`src/rtl/mul_sched_pkg.sv`:
```
// Shared types, default sizes and helpers for the round-robin multiplier scheduler.
package mul_sched_pkg;

    typedef enum logic [1:0] {
        IDLE = 2'd0,
        BUSY = 2'd1,
        DONE = 2'd2
    } state_t;

    localparam int N_REQ_DEF      = 4;
    localparam int WIDTH_DEF      = 32;
    localparam int MUL_CYCLES_DEF = 2;

    // Settle counter width: covers MUL_CYCLES up to 15.
    localparam int CNT_W = 4;

    // Width of a requester index; never narrower than one bit.
    function automatic int id_w(input int n);
        if (n <= 2) return 1;
        return $clog2(n);
    endfunction

endpackage

```
`src/rtl/rr_pick.sv`:
```
// Combinational round-robin picker: first set request at or after the pointer, wrapping.
module rr_pick
    import mul_sched_pkg::*;
#(
    parameter int N_REQ = N_REQ_DEF,
    parameter int IDW   = id_w(N_REQ)
) (
    input  logic [N_REQ-1:0] i_req,
    input  logic [IDW-1:0]   i_ptr,
    output logic [N_REQ-1:0] o_gnt,
    output logic [IDW-1:0]   o_idx,
    output logic             o_any
);

    int w_pos;

    // Walk positions ptr, ptr+1, ... modulo N_REQ and keep the first requester found.
    always_comb begin
        o_gnt = '0;
        o_idx = '0;
        o_any = 1'b0;
        w_pos = 0;
        for (int k = 0; k < N_REQ; k++) begin
            w_pos = int'(i_ptr) + k;
            if (w_pos >= N_REQ) w_pos = w_pos - N_REQ;
            if (!o_any && i_req[w_pos]) begin
                o_any        = 1'b1;
                o_gnt[w_pos] = 1'b1;
                o_idx        = w_pos[IDW-1:0];
            end
        end
    end

endmodule

```
`src/rtl/samul_v1.sv`:
```
// Signed full-precision combinational multiplier shared by the scheduler.
module samul_v1 #(
    parameter int WIDTH = 32
) (
    input  logic signed [WIDTH-1:0]   i_a,
    input  logic signed [WIDTH-1:0]   i_b,
    output logic signed [2*WIDTH-1:0] o_p
);

    // Full two's-complement product, no truncation.
    always_comb begin
        o_p = i_a * i_b;
    end

endmodule

```
`src/rtl/mul_rr_sched.sv`:
```
// Round-robin scheduler sharing one signed multiplier among N_REQ requesters.
// The path r_a/r_b -> samul_v1 -> r_result is a MUL_CYCLES multicycle path;
// operand registers only change in the accept cycle so it stays stable.
module mul_rr_sched
    import mul_sched_pkg::*;
#(
    parameter int N_REQ      = N_REQ_DEF,
    parameter int WIDTH      = WIDTH_DEF,
    parameter int MUL_CYCLES = MUL_CYCLES_DEF
) (
    input  logic                     clk,
    input  logic                     rst,
    input  logic [N_REQ-1:0]         req_valid,
    input  logic [N_REQ*WIDTH-1:0]   req_a,
    input  logic [N_REQ*WIDTH-1:0]   req_b,
    output logic [N_REQ-1:0]         req_ready,
    output logic                     rsp_valid,
    input  logic                     rsp_ready,
    output logic [id_w(N_REQ)-1:0]   rsp_id,
    output logic [2*WIDTH-1:0]       rsp_result,
    output logic                     busy
);

    localparam int IDW = id_w(N_REQ);

    state_t                      r_state;
    logic [IDW-1:0]              r_ptr;
    logic [IDW-1:0]              r_id;
    logic [CNT_W-1:0]            r_cnt;
    logic signed [WIDTH-1:0]     r_a;
    logic signed [WIDTH-1:0]     r_b;
    logic signed [2*WIDTH-1:0]   r_result;
    logic [IDW-1:0]              r_rsp_id;

    logic [N_REQ-1:0]            w_gnt;
    logic [IDW-1:0]              w_idx;
    logic                        w_any;
    logic                        w_hs;
    logic signed [2*WIDTH-1:0]   w_prod;

    rr_pick #(
        .N_REQ (N_REQ),
        .IDW   (IDW)
    ) u_pick (
        .i_req (req_valid),
        .i_ptr (r_ptr),
        .o_gnt (w_gnt),
        .o_idx (w_idx),
        .o_any (w_any)
    );

    samul_v1 #(
        .WIDTH (WIDTH)
    ) u_mul (
        .i_a (r_a),
        .i_b (r_b),
        .o_p (w_prod)
    );

    // Grants exist only in IDLE and are suppressed while reset is asserted.
    always_comb begin
        req_ready  = (r_state == IDLE && !rst) ? w_gnt : '0;
        w_hs       = (r_state == IDLE) && w_any;
        rsp_valid  = (r_state == DONE);
        busy       = (r_state != IDLE);
        rsp_id     = r_rsp_id;
        rsp_result = r_result;
    end

    // Scheduler FSM with settle counter, operand capture and result register.
    always_ff @(posedge clk or posedge rst) begin
        if (rst) begin
            r_state  <= IDLE;
            r_ptr    <= '0;
            r_id     <= '0;
            r_cnt    <= '0;
            r_a      <= '0;
            r_b      <= '0;
            r_result <= '0;
            r_rsp_id <= '0;
        end else begin
            case (r_state)
                IDLE: begin
                    if (w_hs) begin
                        r_a     <= req_a[w_idx*WIDTH +: WIDTH];
                        r_b     <= req_b[w_idx*WIDTH +: WIDTH];
                        r_id    <= w_idx;
                        r_ptr   <= (w_idx == IDW'(N_REQ - 1)) ? '0 : w_idx + 1'b1;
                        r_cnt   <= '0;
                        r_state <= BUSY;
                    end
                end
                BUSY: begin
                    r_cnt <= r_cnt + 1'b1;
                    if (r_cnt == CNT_W'(MUL_CYCLES - 1)) begin
                        r_result <= w_prod;
                        r_rsp_id <= r_id;
                        r_state  <= DONE;
                    end
                end
                DONE: begin
                    if (rsp_ready) r_state <= IDLE;
                end
                default: r_state <= IDLE;
            endcase
        end
    end

endmodule

```
`config.mk`:
```
export PLATFORM = sky130hd
export DESIGN_NAME = mul_rr_sched
export DESIGN_NICKNAME = d
export VERILOG_FILES = /design/src/rtl/mul_sched_pkg.sv /design/src/rtl/rr_pick.sv /design/src/rtl/samul_v1.sv /design/src/rtl/mul_rr_sched.sv
export SDC_FILE = /design/constraint.sdc
export NUM_CORES = 2
export LEC_CHECK = 0
export CAP_MARGIN = 20
export CORE_UTILIZATION = 56
export DETAILED_ROUTE_END_ITERATION = 8
export PLACE_DENSITY_LB_ADDON = 0.05
export SLEW_MARGIN = 20
export SYNTH_ARGS = -nofsm -noshare
export SYNTH_HDL_FRONTEND = slang
export SYNTH_SLANG_ARGS = --single-unit
```
`constraint.sdc`:
```
create_clock -name clk -period 7.2 [get_ports clk]
set_input_delay 1.08 -clock clk [delete_from_list [all_inputs] [get_ports clk]]
set_output_delay 1.08 -clock clk [all_outputs]
set_load 0.01 [all_outputs]
```
==> metrics.txt <==
Synth Area in Compound Gates=5.61%; via count=35142; Clock Path Buffers=2; Final min period=7510 ps; Achievable Freq=133 MHz; Root Buffer=clkbuf_16; H-tree depth=4; Yosys top cell area share=49.6%; post-DP HPWL=117000 um; crit path capture type=flop; wire per inst=21.3 um; routed wire length=140000 um; largest net degree at the start of global routing=115; # clock sinks=140; Initial DRC Count=2135; I/O pins=335; CORE AREA=77300 um^2; Final WS setup=-306 ps; Die Y=281 um; clock latency on the worst-skew pair=470 ps; vias in the first global route=37387; Req. time, crit path=7530 ps; CP startpoint kind=flop; Total GRT Usage=36.3%; Worst Path Arrival=7840 ps; Routed Antenna Nets=0; post-route cell area=54900 um^2; # nets final=7061; Slew @ Worst Pin=1150 ps; top-count cell post-synth=fa_1; Die Span X=281 um; Synth Instances=4898; outcome=finished with violations; Setup Total Neg Slack=-3790 ps; violations in the final reports=negative setup slack; CTS clk-pin slew, worst paths=70 ps; share of the yosys chip area belonging to registers=8.02%; Ys Warns=0; WS Path Type=reg -> reg; GR Overflow Total=0; mux contribution to synthesized area=0.283%; Yosys top cell by area=fa_1; Post-Synthesis Cell Area=43700 um^2; Hold Vio Cnt, Final=0; Final setup viols=23; Synth area leaders=fa_1 (50%), nand2_1 (8.6%), inv_1 (8.4%); # DRC=0; crit-path max FO=7; Starting Density=56.5%; total iterations of the first detailed-routing run=6; Hold Crit Class=reg -> reg; RSZ-0062 raised after global routing=true; die area=79200 um^2; post-synthesis xor/xnor area fraction=1.48%; top_reg_cell synth=dfrtp_1; Post-synth top cells=fa_1 (1082), nand2_1 (1001), inv_1 (980), and2_1 (517), clkbuf_1 (260); Post-synth EDFFs=0; area share of fa/ha/maj cells after synthesis=55.0%; hold buffer count at cts=0; first-pass GRT wire length=213000 um; row cnt=102; flops & latches, synth=140; Max-Cap Viols=0; CTS Buf Count=17; Placed Instance Area=52200 um^2; Slew headroom=23.5%; Area growth syn-to-layout=25.5%; FFs w/ async S/R, synth=100%; Final Wtd Congestion=1.00; layout cell share with drive strength beyond 1=15.4%; post-synthesis simple-gate area fraction=18.6%; Final Max Tran Viols=0; Vias/cell=5.34; port bufs=334; Yosys cell types=78; Tcrit/Tclk final=104%; largest family of logic cells by synthesized area=adder cells; Clock Skew=16.9 ps; Syn Nets=6434; Avg Inst Size Synth=8.92 um^2; initial antenna violation count=7; CTS tree=done
-- repair_timing --
item | CTS | global route
hold endpoints to repair | 0 | 0
pin swaps | 54 | 128
cloned | 0 | 6
endpoints found under the setup margin | 35 | 37
resized for setup | 115 | 213
setup buffers | 29 | 32
-- area by class of cell --
type                       instances  area [um^2]
sequential                       140         3510
multi-input combinational       3491        36700
inverter                         980         3690
fill                            6134        22500
clock buffer                      19          443
tap                             1040         1300
clock inverter                    13          203
timing repair buffer             895         8960
antenna                            5         12.5
-- flip-flops by register name (all words and copies together) (netlist names), named ones only --
name	flops
r_id	2
r_b	32
r_state	2
r_cnt	4
r_a	32
r_ptr	1
rsp_result	64
rsp_id	2
-- worst max-delay path: stages, from the launching register on --
cell	delay, ps
dfrtp_1	400
buf_6	150
buf_8	130
and2_4	130
fa_1	540
fa_1	450
fa_1	520
inv_2	40
fa_1	470
inv_1	50
fa_1	460
fa_1	590
fa_1	470
fa_1	530
ha_1	340
buf_6	150
a21oi_4	160
a21oi_2	80
a311oi_2	360
buf_4	190
o22a_1	130
o311ai_2	120
buf_4	200
a41o_1	240
o221ai_2	170
xor2_1	220
o21ai_1	80
-- worst paths after layout --
path,endpoint,from,slack (ps),depth (start not counted)
worst max-delay path,rsp_result[49],r_b[7],-310,26
worst min-delay path,rsp_result[0],rsp_result[0],470,2
worst max register to register,rsp_result[49],r_b[7],-310,26
worst min register to register,rsp_result[0],rsp_result[0],470,2
max in group asynchronous,rsp_result[5],rst,4510,3
min in group asynchronous,rsp_id[1],rst,1150,2
-- kinds of logic after synthesis --
| kind of cell | after synthesis |
|---|---|
| buf+inv | 1267 |
| fa+ha+maj | 1273 |
| flops | 140 |
| mux | 11 |
| compound gates | 407 |
| simple gates | 1726 |
| xor+xnor | 74 |
-- through the flow --
stage               setup slack, ps  util [%]  std cells  hold slack [ps]
floorplan                      -388         -       4898              433
global placement               -473      67.5       6480              444
detailed placement             -532      67.5       6480              456
CTS                            -328      69.3       6541              472
global route                   -461      70.9       6580              498
finish                         -306      70.9       6583              470
-- routing by layer --
metal	track usage, %	part of all wire (%)
met1	44.6	38
met2	62.8	51
met3	4.41	4.8
met4	19.6	6.1
met5	0	0
-- cells in the final DEF (no fill, tap or decap), types with 9 or more instances in the layout --
master / n
a21o_1: 20
a21oi_1: 44
a21oi_2: 19
a21oi_4: 10
and2_1: 499
and2_4: 17
buf_12: 89
buf_4: 424
buf_6: 37
clkbuf_16: 23
clkdlybuf4s50_1: 334
dfrtp_1: 137
fa_1: 1036
fa_2: 46
ha_1: 160
ha_4: 28
inv_1: 959
inv_2: 19
nand2_1: 986
nand2_2: 10
nand2b_1: 9
nand3_1: 75
nand4_1: 15
nor2_1: 32
nor2b_1: 30
o21ai_0: 151
o21ai_1: 64
xnor2_1: 36
xor2_1: 28
Power is left out: the tool's default activity adds up to more than one toggle a clock period on the data nets, which glitch-free logic cannot reach.
